<file path="src/rtl/utopia_rx_mux_if.sv">
// Purpose: UTOPIA Level-1 Rx PHY pins plus the outbound cell byte stream of utopia_rx_mux.
// Latency: none, wiring only.
// Backpressure: out_ready stalls the stream; the PHY side is paced by per-port active-low rx_en.
interface utopia_rx_mux_if #(
  parameter int NUM_RX = 16,
  parameter int DATA_W = 8
);
  localparam int PW = $clog2(NUM_RX);

  // PHY side: port p data lives at rx_data[p*DATA_W +: DATA_W]
  logic [NUM_RX-1:0]        rx_clav;
  logic [NUM_RX-1:0]        rx_soc;
  logic [NUM_RX*DATA_W-1:0] rx_data;
  logic [NUM_RX-1:0]        rx_en;

  // Cell byte stream towards lookup/forward
  logic                     out_valid;
  logic                     out_ready;
  logic [DATA_W-1:0]        out_data;
  logic                     out_sop;
  logic                     out_eop;
  logic [PW-1:0]            out_port;

  // The mux: reads PHYs and drives the stream
  modport master (
    input  rx_clav, rx_soc, rx_data, out_ready,
    output rx_en, out_valid, out_data, out_sop, out_eop, out_port
  );

  // PHYs plus the downstream consumer
  modport slave (
    output rx_clav, rx_soc, rx_data, out_ready,
    input  rx_en, out_valid, out_data, out_sop, out_eop, out_port
  );
endinterface

</file>
<file path="src/rtl/utopia_rx_mux.sv">
// Purpose: round-robin poll of NUM_RX UTOPIA L1 Rx PHYs, one cell buffered, store-and-forward byte stream.
// Latency: first output byte valid 2 cycles after the last rx_en-low cycle of a cell.
// Backpressure: out_ready low holds the current byte stable; no new cell is polled until the buffer drains.
module utopia_rx_mux #(
  parameter int NUM_RX     = 16,
  parameter int CELL_BYTES = 53,
  parameter int DATA_W     = 8,
  parameter int CNT_W      = 16
) (
  input  logic               clk,
  input  logic               rst,
  input  logic [NUM_RX-1:0]  port_en,
  utopia_rx_mux_if.master    bus,
  output logic [CNT_W-1:0]   cell_cnt,
  output logic [7:0]         drop_cnt,
  output logic               err_pulse
);
  localparam int PW = $clog2(NUM_RX);
  localparam int CW = $clog2(CELL_BYTES + 1);
  localparam logic [PW-1:0] LAST_PORT = PW'(NUM_RX - 1);
  localparam logic [CW-1:0] LAST_BYTE = CW'(CELL_BYTES - 1);

  typedef enum logic [1:0] {IDLE, RECV, SEND} state_t;

  state_t            state_q, state_d;
  logic [PW-1:0]     rr_ptr_q, rr_ptr_d;
  logic [PW-1:0]     port_q, port_d;
  // RECV: cycles since the grant (byte cnt-1 is sampled); SEND: index of the byte on out_data
  logic [CW-1:0]     cnt_q, cnt_d;
  logic [NUM_RX-1:0] rx_en_q, rx_en_d;
  logic              out_valid_q, out_valid_d;
  logic              err_q, err_d;
  logic [CNT_W-1:0]  cell_cnt_q, cell_cnt_d;
  logic [7:0]        drop_cnt_q, drop_cnt_d;
  logic [DATA_W-1:0] cell_buf_q [CELL_BYTES];
  logic [DATA_W-1:0] cell_buf_d [CELL_BYTES];

  logic [NUM_RX-1:0] cand;
  logic              grant_vld;
  logic [PW-1:0]     grant_idx;
  int                arb_p;
  logic [PW-1:0]     arb_idx;
  logic [CW-1:0]     byte_idx;
  logic              smp_soc;
  logic [DATA_W-1:0] smp_dat;

  assign cand    = bus.rx_clav & port_en;
  assign smp_soc = bus.rx_soc[port_q];
  assign smp_dat = bus.rx_data[int'(port_q)*DATA_W +: DATA_W];

  // Round-robin arbiter: first candidate at or after rr_ptr, wrapping at NUM_RX
  always_comb begin
    grant_vld = 1'b0;
    grant_idx = '0;
    arb_p     = 0;
    arb_idx   = '0;
    for (int i = 0; i < NUM_RX; i++) begin
      arb_p = int'(rr_ptr_q) + i;
      if (arb_p >= NUM_RX) arb_p = arb_p - NUM_RX;
      arb_idx = PW'(arb_p);
      if (!grant_vld && cand[arb_idx]) begin
        grant_vld = 1'b1;
        grant_idx = arb_idx;
      end
    end
  end

  // Next-state logic for the poll / receive / send sequence
  always_comb begin
    state_d     = state_q;
    rr_ptr_d    = rr_ptr_q;
    port_d      = port_q;
    cnt_d       = cnt_q;
    rx_en_d     = rx_en_q;
    out_valid_d = out_valid_q;
    err_d       = 1'b0;
    cell_cnt_d  = cell_cnt_q;
    drop_cnt_d  = drop_cnt_q;
    cell_buf_d  = cell_buf_q;
    byte_idx    = cnt_q - CW'(1);
    unique case (state_q)
      IDLE: begin
        if (grant_vld) begin
          state_d  = RECV;
          port_d   = grant_idx;
          rr_ptr_d = (grant_idx == LAST_PORT) ? '0 : grant_idx + PW'(1);
          cnt_d    = '0;
          rx_en_d  = '1;
          rx_en_d[grant_idx] = 1'b0;
        end
      end
      RECV: begin
        cnt_d = cnt_q + CW'(1);
        // Enable has been low for CELL_BYTES cycles after this one
        if (cnt_q == LAST_BYTE) rx_en_d = '1;
        // Data lags rx_en by one cycle, so nothing to sample in the first RECV cycle
        if (cnt_q != '0) begin
          if (smp_soc != (byte_idx == '0)) begin
            rx_en_d = '1;
            err_d   = 1'b1;
            if (drop_cnt_q != 8'hFF) drop_cnt_d = drop_cnt_q + 8'd1;
            state_d = IDLE;
            cnt_d   = '0;
          end else begin
            cell_buf_d[byte_idx] = smp_dat;
            if (byte_idx == LAST_BYTE) begin
              state_d     = SEND;
              cnt_d       = '0;
              out_valid_d = 1'b1;
            end
          end
        end
      end
      SEND: begin
        if (bus.out_ready) begin
          if (cnt_q == LAST_BYTE) begin
            out_valid_d = 1'b0;
            cnt_d       = '0;
            state_d     = IDLE;
            if (cell_cnt_q != '1) cell_cnt_d = cell_cnt_q + CNT_W'(1);
          end else begin
            cnt_d = cnt_q + CW'(1);
          end
        end
      end
      default: state_d = IDLE;
    endcase
  end

  // State and output registers; reset drops any partial cell without counting it
  always_ff @(posedge clk or posedge rst) begin
    if (rst) begin
      state_q     <= IDLE;
      rr_ptr_q    <= '0;
      port_q      <= '0;
      cnt_q       <= '0;
      rx_en_q     <= '1;
      out_valid_q <= 1'b0;
      err_q       <= 1'b0;
      cell_cnt_q  <= '0;
      drop_cnt_q  <= '0;
      for (int i = 0; i < CELL_BYTES; i++) cell_buf_q[i] <= '0;
    end else begin
      state_q     <= state_d;
      rr_ptr_q    <= rr_ptr_d;
      port_q      <= port_d;
      cnt_q       <= cnt_d;
      rx_en_q     <= rx_en_d;
      out_valid_q <= out_valid_d;
      err_q       <= err_d;
      cell_cnt_q  <= cell_cnt_d;
      drop_cnt_q  <= drop_cnt_d;
      cell_buf_q  <= cell_buf_d;
    end
  end

  assign bus.rx_en     = rx_en_q;
  assign bus.out_valid = out_valid_q;
  assign bus.out_data  = out_valid_q ? cell_buf_q[cnt_q] : '0;
  assign bus.out_sop   = out_valid_q && (cnt_q == '0);
  assign bus.out_eop   = out_valid_q && (cnt_q == LAST_BYTE);
  assign bus.out_port  = port_q;
  assign cell_cnt      = cell_cnt_q;
  assign drop_cnt      = drop_cnt_q;
  assign err_pulse     = err_q;
endmodule

</file>
<file path="src/flat_wrapper.sv">
// flat-port wrapper written by rule: the top's interface ports become plain ports
module utopia_rx_mux_flat 
#(
  parameter int NUM_RX     = 16,
  parameter int CELL_BYTES = 53,
  parameter int DATA_W     = 8,
  parameter int CNT_W      = 16
)
  (clk, rst, port_en, cell_cnt, drop_cnt, err_pulse, bus_rx_clav, bus_rx_soc, bus_rx_data, bus_out_ready, bus_rx_en, bus_out_valid, bus_out_data, bus_out_sop, bus_out_eop, bus_out_port);
  utopia_rx_mux_if #(.NUM_RX(NUM_RX), .DATA_W(DATA_W)) bus_i ();
  input  logic clk;
  input  logic rst;
  input  logic [NUM_RX-1:0] port_en;
  output logic [CNT_W-1:0] cell_cnt;
  output logic [7:0] drop_cnt;
  output logic err_pulse;
  input wire logic [$bits(bus_i.rx_clav)-1:0] bus_rx_clav;
  input wire logic [$bits(bus_i.rx_soc)-1:0] bus_rx_soc;
  input wire logic [$bits(bus_i.rx_data)-1:0] bus_rx_data;
  input wire logic [$bits(bus_i.out_ready)-1:0] bus_out_ready;
  output wire logic [$bits(bus_i.rx_en)-1:0] bus_rx_en;
  output wire logic [$bits(bus_i.out_valid)-1:0] bus_out_valid;
  output wire logic [$bits(bus_i.out_data)-1:0] bus_out_data;
  output wire logic [$bits(bus_i.out_sop)-1:0] bus_out_sop;
  output wire logic [$bits(bus_i.out_eop)-1:0] bus_out_eop;
  output wire logic [$bits(bus_i.out_port)-1:0] bus_out_port;
  assign bus_i.rx_clav = bus_rx_clav;
  assign bus_i.rx_soc = bus_rx_soc;
  assign bus_i.rx_data = bus_rx_data;
  assign bus_i.out_ready = bus_out_ready;
  assign bus_rx_en = bus_i.rx_en;
  assign bus_out_valid = bus_i.out_valid;
  assign bus_out_data = bus_i.out_data;
  assign bus_out_sop = bus_i.out_sop;
  assign bus_out_eop = bus_i.out_eop;
  assign bus_out_port = bus_i.out_port;
  utopia_rx_mux #(.NUM_RX(NUM_RX), .CELL_BYTES(CELL_BYTES), .DATA_W(DATA_W), .CNT_W(CNT_W)) u_core (.clk(clk), .rst(rst), .port_en(port_en), .bus(bus_i), .cell_cnt(cell_cnt), .drop_cnt(drop_cnt), .err_pulse(err_pulse));
endmodule
</file>
<file path="config.mk">
export PLATFORM = sky130hd
export DESIGN_NAME = utopia_rx_mux_flat
export DESIGN_NICKNAME = d
export VERILOG_FILES = /design/src/rtl/utopia_rx_mux_if.sv /design/src/rtl/utopia_rx_mux.sv /design/src/flat_wrapper.sv
export SDC_FILE = /design/constraint.sdc
export NUM_CORES = 1
export LEC_CHECK = 0
export ABC_AREA = 1
export CORE_MARGIN = 5
export CORE_UTILIZATION = 24
export DETAILED_ROUTE_END_ITERATION = 16
export PLACE_DENSITY = 0.43
export SKIP_CTS_REPAIR_TIMING = 1
export SLEW_MARGIN = 15
export SYNTH_ARGS = -nofsm -noshare
export SYNTH_HDL_FRONTEND = slang
export SYNTH_SLANG_ARGS = --single-unit
</file>
<file path="constraint.sdc">
create_clock -name clk -period 19.69 [get_ports clk]
set_clock_uncertainty 0.15 [all_clocks]
set_input_delay 4.9225 -clock clk [delete_from_list [all_inputs] [get_ports clk]]
set_output_delay 4.9225 -clock clk [all_outputs]
set_load 0.03 [all_outputs]
</file>
==> results by group, run 1 <==
Logic synthesis
  • Mapped Area: 24,800 µm²
  • Post-synthesis adder-cell area fraction: 0.959%
  • Distinct cells, synth: 59
  • Most frequent cell after synthesis: nand2_1
  • Sequential element share of the synthesized area: 48.7%
  • Post-Synth XOR/XNOR Area: 1.13%
  • Predominant post-synthesis flop cell: dfrtp_1
  • Syn_nets: 3,327
  • Simple-Gate Fraction of Synth Area: 22.0%
  • Ys async rst share: 100%
  • Post-Synthesis Cells: 3,129
  • Post-synth EDFFs: 0
  • Commonest cells post-synth: 716 x nand2_1, 466 x dfrtp_1, 406 x o21ai_0
  • Post-synthesis compound-gate area fraction: 21.5%
  • Area contributors post-synth: dfrtp_1 47%, nand2_1 11%, o21ai_0 8.2%
  • Post-synthesis mux area share: 0.0454%
  • Main combinational cell family by area after synthesis: simple AND/OR/NAND/NOR gates
  • Avg Cell Area, Syn: 7.92 µm²
  • Synth area leader: dfrtp_1
  • Yosys top cell area share: 47.0%
  • Flops & latches, synth: 482
  • Synth Warn #: 0

Cells and area
  • Non-Filler Instances: 4,661
  • Area Overhead vs Synth: 22.2%
  • Ratio of cells with drive above 1 in the final layout: 6.93%
  • Design area: 30,300 µm²
  • NumNets Final: 3,443

Place
  • Routability cong.: 0.834
  • Placed Instances: 4,554
  • Port bufs: 234
  • HPWL Detailed: 60,700 µm
  • Placed inst area: 28,300 µm²

Hold path
  • HP Start: u_core.cell_buf_q[54]
  • Hold Path Class: register to register
  • Hold Path Cell Cnt: 2
  • Hold Path End: u_core.cell_buf_q[54]

Setup path
  • CP endpoint kind: output port
  • Worst Path Buf+Inv: 5
  • Max incr delay on CP: 0.82 ns
  • CP arrival: 5.07 ns
  • Critical Path RT: 14.62 ns
  • Reg-to-reg slack, setup: 13.74 ns
  • Crit path max-delay family: buffers and inverters
  • R2R Path End: u_core.cell_buf_q[84]
  • WS Path Type: register to output port
  • Startpoint types: register
  • Reg2Reg Depth: 17
  • CP max stage cell: clkdlybuf4s50_1
  • CP Cell Sequence: inv_2 -> buf_4 -> nor2_1 -> inv_2 -> buf_4 -> o22ai_1 -> o31ai_1 -> a221oi_1 -> a221oi_1 -> clkdlybuf4s50_1
  • CP max FO: 62
  • RR Startpoint: u_core.cnt_q[0]

CTS
  • Clock tree buffer depth: 3
  • TritonCTS clock tree: built
  • Clk sinks: 482
  • Root buf cell: clkbuf_16
  • H-tree depth: 2
  • Worst skew pair latency: 0.63 ns
  • Reg clk slew, reported paths: 0.06 ns
  • Total CTS buffers: 57

Floorplanning
  • I/O pins: 235
  • Chip Height: 331 µm
  • Row count: 117
  • Die footprint: 110,000 µm²
  • Core area: 102,000 µm²
  • Starting Density: 24.3%
  • Die width: 331 µm

Route
  • Routed WL: 94,200 µm
  • Metal1 wirelength: 45,800 µm
  • Drt drc: 0
  • Via count: 22,500
  • Top routing layer used: met4
  • WL/cell: 20.2 µm
  • Drt pass-1 iters: 5
  • Remaining antenna violation count: 0
  • Initial DRC count: 1,906
  • Met3 WL: 4370 µm
  • Avg Vias per Cell: 4.82
  • Met2 Routed Length: 41,900 µm

Timing
  • Slew HR: 23.0%
  • F_max: 0.0986 GHz
  • Slew Limit Fails: 0
  • Min Tclk post-route: 10.14 ns
  • RSZ-0062 raised after global routing: no
  • Final Hold Fails: 0
  • Setup TNS: 0 ns
  • Final setup fails: 0
  • Tightest Pin Transition: 1.15 ns
  • Final Cycle Share: 51.5%

Global routing
  • Vias in the first global route: 22,000
  • Initial antenna violation count: 2
  • Total grt overflow: 0
  • Largest net degree at the start of global routing: 113
  • GR Util All Layers: 16.5%
  • First-pass GRT wire length: 144,000 µm

Power
  • VDD IR max: 0.000129 V
  • Leakage power: 0.0132 µW
  • PwrDens: 145 nW/µm²

Flow run
  • Total of max-cap violations: 0

Status
  • Status: finished clean
registers in the layout, summed over array words and instances (netlist names):
signal	flops
u_core.bus.out_port	4
u_core.drop_cnt	8
u_core.cell_cnt	16
u_core.cnt_q	6
u_core.state_q	2
u_core.bus.rx_en	16
u_core.bus.out_valid	1
u_core.err_pulse	1
u_core.cell_buf_q	424
u_core.rr_ptr_q	4
per-stage QoR:
step | utilization (%) | setup slack, ns | hold WS (ns) | total power [µW]
final | 29.7 | 9.55 | 0.327 | 4400
after global routing | 29.7 | 9.49 | 0.353 | 4720
after global placement | 27.7 | 10.22 | 0.312 | 3330
after detailed placement | 27.7 | 10.34 | 0.319 | 3310
after CTS | 29.6 | 9.64 | 0.333 | 4450
after floorplan | - | 1.19 | 0.298 | 2550
cell usage in the layout (no fill, tap or decap), types with 4 or more instances in the layout:
cell and count:
clkinv_2 7, clkinv_1 4, o311ai_0 6, o22ai_1 113
nand2_1 715, dfstp_2 16, clkbuf_16 58, nor3_1 32
nor2_4 6, inv_1 108, clkbuf_1 19, o211ai_1 22
nand2_4 8, nor4_4 5, o21ai_1 295, bufinv_16 6
buf_4 39, o221ai_1 47, a31oi_1 15, o21ai_0 406
nand4_1 20, nand3_1 177, xor2_1 17, inv_2 25
xnor2_1 10, clkbuf_8 12, nor2_2 4, ha_1 19
nor2_1 299, a21oi_1 20, dfrtp_1 463, clkdlybuf4s50_1 234
o21ai_2 12
logic make-up (layout without fill, tap and decap cells):
| family | after synthesis | after routing |
|---|---|---|
| and+or+nand+nor | 1287 | 1287 |
| AOI/OAI and AO/OA | 955 | 955 |
| DFF | 482 | 482 |
| buffers and inverters | 356 | 518 |
| xor gates and xnor gates | 29 | 29 |
| adders and majority gates | 19 | 19 |
| muxes | 1 | 1 |
| other | 0 | 2 |
how the worst max path moves through the flow:
stage                                        end       startpoint  slack [ns]  depth (start not counted)
final                            bus_out_data[2]  u_core.cnt_q[1]        9.55                         10
after global routing             bus_out_data[2]  u_core.cnt_q[1]        9.49                         10
after CTS                        bus_out_data[2]  u_core.cnt_q[1]        9.64                         10
after detailed placement         bus_out_data[2]  u_core.cnt_q[1]       10.34                         10
after global placement           bus_out_data[2]  u_core.cnt_q[1]       10.22                         10
after floorplan           u_core.bus.out_port[0]              rst        1.19                          1
layer usage:
layer / GRT usage, % / up-vias
li1: - / 10900
met1: 24.1 / 10900
met2: 25.8 / 526
met3: 2.53 / 113
met4: 4.09 / 0
met5: 0 / -
cell type report:
class / count / area [µm²]
diodes: 2 / 5.00
clock buffers: 89 / 1690
clock inverters: 16 / 279
fillers: 11200 / 71900
inverters: 140 / 543
multi-input cells: 2291 / 11300
flip-flops and latches: 482 / 12100
well taps: 1368 / 1710
repair buffers: 273 / 2640
tightest hold or removal path: stages, from the launching register on:
cell and delay, ns:
dfrtp_1 0.34, nand2_1 0.05, o21ai_0 0.05
power breakdown:
group	internal [µW]	switching, µW	total [µW]
clock	666	446	1110
combinational	536	1600	2140
sequential	1080	69.6	1150
total	2280	2120	4400
(Power assumes the default switching activity.)
==> run 2: changes to the inputs <==
==> constraint.sdc (replaced) <==
create_clock -name clk -period 10.2 [get_ports clk]
set_clock_uncertainty 0.15 [all_clocks]
set_input_delay 2.55 -clock clk [delete_from_list [all_inputs] [get_ports clk]]
set_output_delay 2.55 -clock clk [all_outputs]
set_load 0.03 [all_outputs]
==> run 2 against run 1 <==
Count of clock-buffer cells in the layout shrank 8. Global-route usage is 0.15 points higher. Critical path depth shrank 1. Combinational power increased by 94%. Wire length up 0.67%. Flip-flop and latch count stayed put. Setup slack got worse by 6.9 ns. First-iteration DRC count fell by 1.2%. Die area did not move. Register-to-register slack got worse by 9.5 ns. Cell area is 0.15% lower. Critical path type unchanged. Critical endpoint is now bus_out_data[5]. Largest cell class unchanged.
==> results by group, run 2 (same netlist as run 1, synthesis figures left out) <==
Power
  • PwrDens: 280 nW/µm²
  • Int Pwr: 4330 µW
  • Combinational power share: 49.0%
  • Leakage power: 0.0132 µW
  • P_sw: 4140 µW
  • Sw Share: 48.9%
  • Clock power frac: 24.8%
  • VDD IR max: 0.000220 V
  • Sequential power share: 26.2%

Timing
  • Setup TNS: 0 ns
  • Final Cycle Share: 73.9%
  • Tightest Pin Transition: 1.11 ns
  • RSZ-0062 raised after global routing: no
  • F_max: 0.133 GHz
  • Worst setup margin: 2.66 ns
  • Final setup fails: 0
  • Slew HR: 25.5%
  • Min Tclk post-route: 7.54 ns
  • Slew Limit Fails: 0
  • Final Hold Fails: 0

Global routing
  • First-pass GRT wire length: 145,000 µm
  • Total grt overflow: 0
  • GR Util All Layers: 16.7%
  • Largest net degree at the start of global routing: 166
  • Initial antenna violation count: 3
  • Vias in the first global route: 22,000

Route
  • Via count: 22,500
  • Remaining antenna violation count: 0
  • Initial DRC count: 1,884
  • Drt drc: 0
  • Avg Vias per Cell: 4.83
  • WL/cell: 20.3 µm
  • Drt pass-1 iters: 5
  • Routed WL: 94,900 µm

Hold path
  • Hold Path Class: register to register
  • HP Start: u_core.cell_buf_q[49]
  • Hold Path End: u_core.cell_buf_q[49]
  • Hold Path Cell Cnt: 2

Place
  • HPWL Detailed: 61,700 µm
  • Placed Instances: 4,553
  • Routability cong.: 0.817
  • Post-Place Setup Slack: 3.35 ns
  • Port bufs: 234

Cells and area
  • Commonest non-fill, non-tap cells in the layout: 715 x nand2_1, 463 x dfrtp_1, 406 x o21ai_0, 300 x nor2_1, 295 x o21ai_1
  • NumNets Final: 3,443
  • Non-Filler Instances: 4,662
  • Number of fill cells: 11,100
  • Post-layout util: 29.6%
  • Reg with most FFs: u_core.cell_buf_q
  • Ratio of cells with drive above 1 in the final layout: 7.14%
  • Commonest non-fill, non-tap cell in the layout: nand2_1
  • Number of flip-flops under the largest register name: 424
  • Area Overhead vs Synth: 22.1%

Setup path
  • Critical Path RT: 7.50 ns
  • WS Path Type: register to output port
  • CP arrival: 4.84 ns
  • Reg-to-reg slack, setup: 4.26 ns
  • Reg2Reg Depth: 17
  • R2R Path End: u_core.cell_buf_q[328]
  • Startpoint types: register
  • CP endpoint kind: output port
  • Worst setup path start: u_core.cnt_q[0]
  • CP max FO: 62
  • RR Startpoint: u_core.cnt_q[0]

Floorplanning
  • I/O pins: 235
  • Core area: 102,000 µm²
  • Row count: 117
  • Chip Height: 331 µm
  • Starting Density: 24.3%
  • Die width: 331 µm
  • Die footprint: 110,000 µm²

Status
  • Status: finished clean

CTS
  • Reg clk slew, reported paths: 0.06 ns
  • TritonCTS clock tree: built
  • Worst skew pair latency: 0.64 ns
  • Root buf cell: clkbuf_16
  • Total CTS buffers: 58
  • Clock tree buffer depth: 3
  • Clk sinks: 482
  • H-tree depth: 2

Flow run
  • Total of max-cap violations: 0
-- run 2: cell types whose count changed in the layout (fill, tap and decap cells not counted), moves of 3 or more --
cell and change:
buf_4 -3, bufinv_16 -3, clkbuf_1 -8, clkinv_2 +10
-- run 2: worst max path at each step --
stage	end	slack, ns	depth (start not counted)
floorplan	u_core.bus.out_port[0]	0.98	1
global placement	bus_out_data[5]	3.33	9
detailed placement	bus_out_data[5]	3.35	9
CTS	bus_out_data[5]	2.62	9
global route	bus_out_data[2]	2.29	9
finish	bus_out_data[5]	2.66	9
-- run 2: area by class of cell --
class | count | area (µm²) | share of cell area, %
Multi-Input combinational cell | 2291 | 11300 | 37.4
Clock inverter | 26 | 280 | 0.926
Antenna cell | 2 | 5.00 | 0.0165
Inverter | 140 | 539 | 1.78
Clock buffer | 81 | 1660 | 5.48
Timing Repair Buffer | 272 | 2650 | 8.77
Tap cell | 1368 | 1710 | 5.66
Sequential cell | 482 | 12100 | 40.0
-- run 2: critical path, cell delays in order, from the launching register on --
cell and delay, ns:
dfrtp_4 0.43, buf_4 0.63, nor2_8 0.12, inv_2 0.32, buf_4 0.43, o22ai_1 0.11, o311ai_0 0.69, a21oi_1 0.18
a311oi_1 0.46, clkdlybuf4s50_1 0.79
-- run 2: per-stage QoR --
stage / area, µm² / hold WS (ns) / power [µW]
final: 30300 / 0.325 / 8470
after global routing: 30300 / 0.344 / 9070
after CTS: 30200 / 0.334 / 8560
after detailed placement: 28300 / 0.319 / 6410
after global placement: 28300 / 0.312 / 6430
after floorplan: 24800 / 0.298 / 4920
-- run 2: layer usage --
layer | vias up | share of wire (%) | global-route usage [%]
li1 | 11000 | - | -
met2 | 583 | 45 | 26.1
met1 | 10900 | 47 | 23.9
met4 | 2 | 2.1 | 3.93
met3 | 118 | 5.8 | 3.16
met5 | - | 0.019 | 0
-- run 2: power groups by stage --
stage / clock network (µW) / logic (µW) / registers [µW]
6_report: 2100 / 4150 / 2220
5_1_grt: 2240 / 4580 / 2240
4_1_cts: 2170 / 4180 / 2220
3_5_place_dp: 0 / 4160 / 2250
3_3_place_gp: 0 / 4180 / 2260
2_1_floorplan: 0 / 2680 / 2240
